==> config.mk <==
export PLATFORM = sky130hd
export DESIGN_NAME = nonce_dispatcher
export DESIGN_NICKNAME = d
export VERILOG_FILES = /design/src/rtl/nonce_dispatcher.sv
export SDC_FILE = /design/constraint.sdc
export NUM_CORES = 1
export LEC_CHECK = 0
export CORE_MARGIN = 1.5
export CORE_UTILIZATION = 38
export DETAILED_ROUTE_END_ITERATION = 8
export PLACE_DENSITY = 0.62
export RECOVER_POWER = 50
export SLEW_MARGIN = 20
export SYNTH_ARGS = -nofsm -noshare
export SYNTH_HDL_FRONTEND = slang
export SYNTH_SLANG_ARGS = --single-unit
==> constraint.sdc <==
create_clock -name clk -period 3.34 [get_ports clk]
set_clock_uncertainty 0.15 [all_clocks]
set_input_delay 0.334 -clock clk [delete_from_list [all_inputs] [get_ports clk]]
set_output_delay 0.334 -clock clk [all_outputs]
set_load 0.1 [all_outputs]
==> src/rtl/nonce_dispatcher.sv <==
// Multi-channel nonce source: one shared sequential counter (or LFSR) handed out round-robin.
// Optional LFSR mode is built only when NONCE_DISPATCH_LFSR_EN is defined.
module nonce_dispatcher #(
   parameter int          NONCE_W   = 32,
   parameter int          NUM_CH    = 4,
   parameter logic [31:0] LFSR_TAPS = 32'h80200003
) (
   input  logic                      clk,
   input  logic                      reset,
   input  logic                      start,
   input  logic                      mode,
   input  logic [NONCE_W-1:0]        seed,
   input  logic                      found,
   input  logic [NUM_CH-1:0]         req,
   output logic [NUM_CH-1:0]         nonce_valid,
   output logic [NUM_CH*NONCE_W-1:0] nonce,
   output logic                      busy,
   output logic                      done,
   output logic                      exhausted,
   output logic [31:0]               issued_cnt
);

   localparam int PTR_W = (NUM_CH > 1) ? $clog2(NUM_CH) : 1;
   localparam logic [NONCE_W-1:0] ALL_ONES = '1;

   typedef enum logic [1:0] {IDLE, RUN, DONE, EXH} state_t;

   state_t             state;
   logic [PTR_W-1:0]   ptr;
   logic [NONCE_W-1:0] cur;
   logic [NONCE_W-1:0] cur_next;
   logic [NONCE_W-1:0] load_val;
   logic               last;
   logic               grant_any;
   logic [PTR_W-1:0]   winner;
   logic [PTR_W-1:0]   ptr_after;

   function automatic logic [31:0] sat_inc(input logic [31:0] v);
      return (v == 32'hFFFF_FFFF) ? v : v + 32'd1;
   endfunction

   // First requester at or after the pointer, wrapping around the channel list.
   always_comb begin
      int idx;
      grant_any = 1'b0;
      winner    = '0;
      idx       = 0;
      for (int i = 0; i < NUM_CH; i++) begin
         idx = int'(ptr) + i;
         if (idx >= NUM_CH) idx = idx - NUM_CH;
         if (!grant_any && req[idx]) begin
            grant_any = 1'b1;
            winner    = PTR_W'(idx);
         end
      end
   end

   assign ptr_after = (int'(winner) == NUM_CH - 1) ? '0 : winner + 1'b1;

`ifdef NONCE_DISPATCH_LFSR_EN
   localparam logic [NONCE_W-1:0] TAPS = NONCE_W'(LFSR_TAPS);

   logic               lfsr_mode;
   logic [NONCE_W-1:0] start_val;

   function automatic logic [NONCE_W-1:0] lfsr_step(input logic [NONCE_W-1:0] v);
      return (v >> 1) ^ (v[0] ? TAPS : '0);
   endfunction

   // An all-zero LFSR state would lock up, so a zero seed starts from 1.
   assign load_val = (mode && seed == '0) ? {{(NONCE_W-1){1'b0}}, 1'b1} : seed;
   assign cur_next = lfsr_mode ? lfsr_step(cur) : cur + 1'b1;
   assign last     = lfsr_mode ? (cur_next == start_val) : (cur == ALL_ONES);

   always_ff @(posedge clk) begin
      if (reset) begin
         lfsr_mode <= 1'b0;
         start_val <= '0;
      end else if (start && state != RUN) begin
         lfsr_mode <= mode;
         start_val <= load_val;
      end
   end
`else
   logic unused_cfg;

   assign unused_cfg = mode ^ (^LFSR_TAPS);
   assign load_val   = seed;
   assign cur_next   = cur + 1'b1;
   assign last       = (cur == ALL_ONES);
`endif

   always_ff @(posedge clk) begin
      if (reset) begin
         state       <= IDLE;
         nonce_valid <= '0;
         nonce       <= '0;
         busy        <= 1'b0;
         done        <= 1'b0;
         exhausted   <= 1'b0;
         issued_cnt  <= '0;
         ptr         <= '0;
         cur         <= '0;
      end else begin
         nonce_valid <= '0;
         case (state)
            IDLE, DONE, EXH: begin
               if (start) begin
                  state      <= RUN;
                  cur        <= load_val;
                  issued_cnt <= '0;
                  ptr        <= '0;
                  busy       <= 1'b1;
                  done       <= 1'b0;
                  exhausted  <= 1'b0;
               end
            end
            RUN: begin
               if (found) begin
                  state <= DONE;
                  busy  <= 1'b0;
                  done  <= 1'b1;
               end else if (grant_any) begin
                  nonce[int'(winner)*NONCE_W +: NONCE_W] <= cur;
                  nonce_valid[winner] <= 1'b1;
                  issued_cnt          <= sat_inc(issued_cnt);
                  cur                 <= cur_next;
                  ptr                 <= ptr_after;
                  // The final value is still delivered on this grant.
                  if (last) begin
                     state     <= EXH;
                     busy      <= 1'b0;
                     done      <= 1'b1;
                     exhausted <= 1'b1;
                  end
               end
            end
            default: state <= IDLE;
         endcase
      end
   end

endmodule

==> results of run 1 <==
## final timing paths
check / endpoint / slack (ps) / depth (start not counted)
max reg2reg: issued_cnt[27] / 470 / 6
min reg2reg: nonce[20] / 330 / 1
max: issued_cnt[15] / 380 / 9
min: nonce[96] / 40 / 2
## worst max-delay path, delay by kind of cell
| family | cells | cell delay [ps] |
|---|---|---|
| xor+xnor | 1 | 190 |
| buf+inv | 3 | 1440 |
| simple gates | 5 | 1200 |
## synthesized netlist by cell type (4+ instances only)
cell type / count / area, um2
sky130_fd_sc_hd__dfxtp_1: 202 / 4040
sky130_fd_sc_hd__nor2_1: 176 / 661
sky130_fd_sc_hd__a22oi_1: 106 / 796
sky130_fd_sc_hd__clkbuf_1: 77 / 289
sky130_fd_sc_hd__nand2_1: 55 / 206
sky130_fd_sc_hd__a21oi_1: 39 / 195
sky130_fd_sc_hd__nand3_1: 29 / 145
sky130_fd_sc_hd__a22o_1: 28 / 245
sky130_fd_sc_hd__nor3_1: 27 / 135
sky130_fd_sc_hd__o21ai_0: 25 / 125
sky130_fd_sc_hd__xnor2_1: 21 / 184
sky130_fd_sc_hd__nor4_1: 19 / 119
sky130_fd_sc_hd__and2_1: 12 / 75.1
sky130_fd_sc_hd__a31oi_1: 11 / 68.8
sky130_fd_sc_hd__nand4_1: 11 / 68.8
sky130_fd_sc_hd__ha_1: 10 / 125
sky130_fd_sc_hd__or3_1: 10 / 62.6
sky130_fd_sc_hd__and3_1: 9 / 56.3
sky130_fd_sc_hd__inv_1: 8 / 30.0
sky130_fd_sc_hd__nand2b_1: 8 / 50.1
sky130_fd_sc_hd__and4_1: 5 / 43.8
sky130_fd_sc_hd__nor4b_1: 5 / 43.8
sky130_fd_sc_hd__o31ai_1: 5 / 37.5
sky130_fd_sc_hd__or4_1: 5 / 37.5
sky130_fd_sc_hd__a211oi_1: 4 / 30.0
sky130_fd_sc_hd__a311oi_1: 4 / 35.0
sky130_fd_sc_hd__a32oi_1: 4 / 35.0
## layout make-up
cell class	instances	share of cell area [%]
Clock inverter	9	1.46
Multi-Input combinational cell	665	34.2
Clock buffer	32	5.86
Inverter	8	0.263
Sequential cell	202	35.4
Tap cell	275	3.01
Timing Repair Buffer	234	19.8
## registers in the layout (all words and copies together), names as in the netlist
register,flops
nonce_valid,4
state,1
nonce,128
issued_cnt,32
ptr,2
done,1
cur,32
busy,1
exhausted,1
## power groups by stage
stage | clock network, mW | logic (mW) | registers [mW]
6_report | 2.76 | 0.415 | 2.56
5_1_grt | 2.91 | 0.452 | 2.56
4_1_cts | 2.81 | 0.423 | 2.55
3_5_place_dp | 0 | 0.421 | 2.61
3_3_place_gp | 0 | 0.417 | 2.61
2_1_floorplan | 0 | 0.262 | 2.58
## metrics by stage
step / power [mW] / hold slack (ps)
2_1_floorplan: 2.84 / 321
3_3_place_gp: 3.02 / 314
3_5_place_dp: 3.03 / 317
4_1_cts: 5.78 / 32.5
5_1_grt: 5.92 / 44.2
6_report: 5.73 / 43.7
## kinds of logic after synthesis
family                   count (synthesis)  share of synthesized area, %
flip-flops                             202                          48.9
AND/OR/NAND/NOR                        388                          22.3
AO/OA/AOI/OAI                          246                          20.9
buffers and inverters                   92                          4.23
XOR/XNOR                                21                          2.22
adder cells (fa/ha/maj)                 10                          1.51
## placed cells by master, fill, tap and decap left out, types with 5 or more instances in the layout
master	synthesis	layout
sky130_fd_sc_hd__a21oi_1	39	38
sky130_fd_sc_hd__a22o_1	28	28
sky130_fd_sc_hd__a22oi_1	106	106
sky130_fd_sc_hd__a31oi_1	11	11
sky130_fd_sc_hd__and2_1	12	10
sky130_fd_sc_hd__and3_1	9	9
sky130_fd_sc_hd__and4_1	5	5
sky130_fd_sc_hd__buf_4	0	18
sky130_fd_sc_hd__clkbuf_1	77	10
sky130_fd_sc_hd__clkbuf_16	0	23
sky130_fd_sc_hd__clkbuf_8	0	6
sky130_fd_sc_hd__clkdlybuf4s50_1	0	97
sky130_fd_sc_hd__dfxtp_1	202	200
sky130_fd_sc_hd__dlygate4sd3_1	0	105
sky130_fd_sc_hd__ha_1	10	10
sky130_fd_sc_hd__inv_1	8	8
sky130_fd_sc_hd__nand2_1	55	55
sky130_fd_sc_hd__nand2b_1	8	7
sky130_fd_sc_hd__nand3_1	29	29
sky130_fd_sc_hd__nand4_1	11	11
sky130_fd_sc_hd__nor2_1	176	176
sky130_fd_sc_hd__nor3_1	27	26
sky130_fd_sc_hd__nor4_1	19	18
sky130_fd_sc_hd__nor4b_1	5	5
sky130_fd_sc_hd__o21ai_0	25	25
sky130_fd_sc_hd__o31ai_1	5	5
sky130_fd_sc_hd__or3_1	10	10
sky130_fd_sc_hd__or4_1	5	5
sky130_fd_sc_hd__xnor2_1	21	21
## routing by layer
metal / wire, um / track usage [%]
met5: 0 / 0
met4: 465 / 5.58
met3: 2000 / 4.15
met2: 12100 / 35.7
met1: 11900 / 31.8
==> flow_summary.rst, run 1 <==
.. list-table::
   :header-rows: 1

   * - Metric
     - Value
   * - Flops & latches, synth
     - slightly above 200
   * - Min-delay src
     - reset
   * - Initial core utilization
     - 39.0%
   * - CP startpoint kind
     - input port
   * - Standard-cell row count
     - 53
   * - Setup repair after global routing missed its margin
     - false
   * - Vias
     - 7,945
   * - Worst slack, placed
     - 290 ps
   * - Minimum setup slack in the final design
     - 383 ps
   * - Number of max-cap violations
     - 0
   * - Placer Congestion
     - 0.810
   * - Worst supply voltage drop on vdd
     - about 0.33 mV
   * - Slowest cell delay on critical path
     - 730 ps
   * - Global-route wire length before repair
     - about 40 mm
   * - Inserted Clock Buffers
     - 23
   * - Global Route Usage Sum
     - 22.6%
   * - Estimated wirelength of the detail-placed design
     - 17.6 mm
   * - Period utilization
     - 88.5%
   * - Part of the Yosys area used for sequential elements
     - 48.9%
   * - Drt wl/cell
     - 18.6 um
   * - Buffer cell driving the clock tree root
     - sky130_fd_sc_hd__clkbuf_16
   * - Data arrival at the endpoint of the critical path
     - ~3200 ps
   * - P per Cell Area
     - around 500 nW/um2
   * - Class of the tightest hold or removal check
     - input port to register
   * - Peak fanout along the critical path
     - 36
   * - Area taken by flip-flops and latches
     - 4050 um2
   * - Mapped cell area
     - 8280 um2
   * - Int Power
     - between 4 and 5 mW
   * - Post-synthesis instance total
     - 959
   * - Unique masters post-synth
     - 54
   * - Resized cells post-CTS
     - 0
   * - Share of cells above drive strength 1
     - 6.61%
   * - Max-slew violation count
     - 0
   * - Cell breakdown of the critical path
     - clkdlybuf4s50_1, nor4_1, clkbuf_1, nor2_1, nor2_1, clkbuf_2, nor4_1, xnor2_1, nor2_1
   * - Relative area change from synthesis to final layout
     - 38.1%
   * - LEAKAGE
     - 4.29 nW
   * - Sum of negative setup slack
     - 0 ps
   * - Number of fill cells in the layout
     - 1,957
   * - Shortest period the worst path allows
     - 2960 ps
   * - EDFF count, synth
     - 0
   * - Headroom to the max-slew limit
     - 13.7%
   * - CTS tree
     - yes
   * - Share of flip-flops with an asynchronous set or reset
     - 0%
   * - CP dominant cell by count
     - sky130_fd_sc_hd__nor2_1
   * - Max frequency
     - approximately 340 MHz
   * - Initial antenna violation count
     - 1
   * - Number of buffers added to fix hold violations after cts
     - 0
   * - Final cell area excluding filler cells
     - 11,400 um2
   * - # placed instances
     - about 1,400
   * - Number of buffers between clock root and the deepest sink
     - 3
   * - Avg Cell Area, Syn
     - around 8.6 um2
   * - Final core utilization
     - 53.8%
   * - Critical-path cell with the highest stage delay
     - sky130_fd_sc_hd__clkbuf_2
   * - Die area
     - 22,700 um2
   * - Number of diodes added for antenna fixing
     - 0
   * - Clk network pwr share
     - 48.1%
   * - Final std cells w/o fill
     - 1,425
   * - Net switching power figure
     - 1.42 mW
   * - Clock edge transition at the registers on the reported setup and hold paths
     - around 60 ps
   * - Worst skew pair latency
     - 520 ps
   * - Critical path startpoint
     - req[2]
   * - Quantity of I/O buffers inserted on ports
     - 206
   * - Number of global-route vias before repair
     - 7,243
   * - Outcome
     - finished, final reports clean
   * - Worst Setup Path Type
     - input port to register
   * - Slew @ Worst Pin
     - 1290 ps
   * - Finish-stage setup viols
     - 0
   * - Maximum number of pins on one net before global-route repair
     - 120
   * - Hold violation count in the final report
     - 0
   * - Required time at the worst-slack endpoint
     - 3570 ps
   * - Multi-input gate area in the final layout
     - 3910 um2
   * - Residual DRC
     - 0
   * - Core box area
     - 21,200 um2
   * - Area of placed instances
     - 10,600 um2
   * - Count of pins on the block boundary
     - 208
   * - Die span in x
     - 151 um
   * - Sequential group share of total power
     - 44.6%
   * - GR Overflow Total
     - 0
   * - Detailed-router iteration count before antenna repair
     - 8
   * - Switching power share of the total
     - 24.7%
   * - Height of the chip
     - between 150 and 200 um
   * - Initial drt markers
     - 588
   * - Nets
     - ~1,200
   * - Via density per instance
     - 5.58
   * - Clk sink count
     - just over 200
   * - Most used flip-flop cell after synthesis
     - sky130_fd_sc_hd__dfxtp_1
   * - Wire length after detailed routing
     - 26.5 mm
   * - Number of H-tree levels
     - 1
   * - Antenna viol nets, final
     - 0
   * - Nature of the critical path endpoint
     - register
   * - Launch instance of the worst register-to-register path
     - issued_cnt[5]
   * - Number of synthesis warnings
     - 0
   * - Comb power frac
     - under 10%
   * - Syn nets
     - 1,010
   * - Post-CTS setup buffers
     - 0
(Power assumes the default switching activity.)
==> inputs of run 2 (changes only) <==
- CTS_CLUSTER_SIZE: not set -> 24
==> results of run 2 <==
Same layout as run 1: the final DEF is identical, and so are final timing and power.
==> inputs of run 3 (changes only) <==
- CAP_MARGIN: not set -> 30
==> results of run 3 <==
Same layout as run 1: the final DEF is identical, and so are final timing and power.
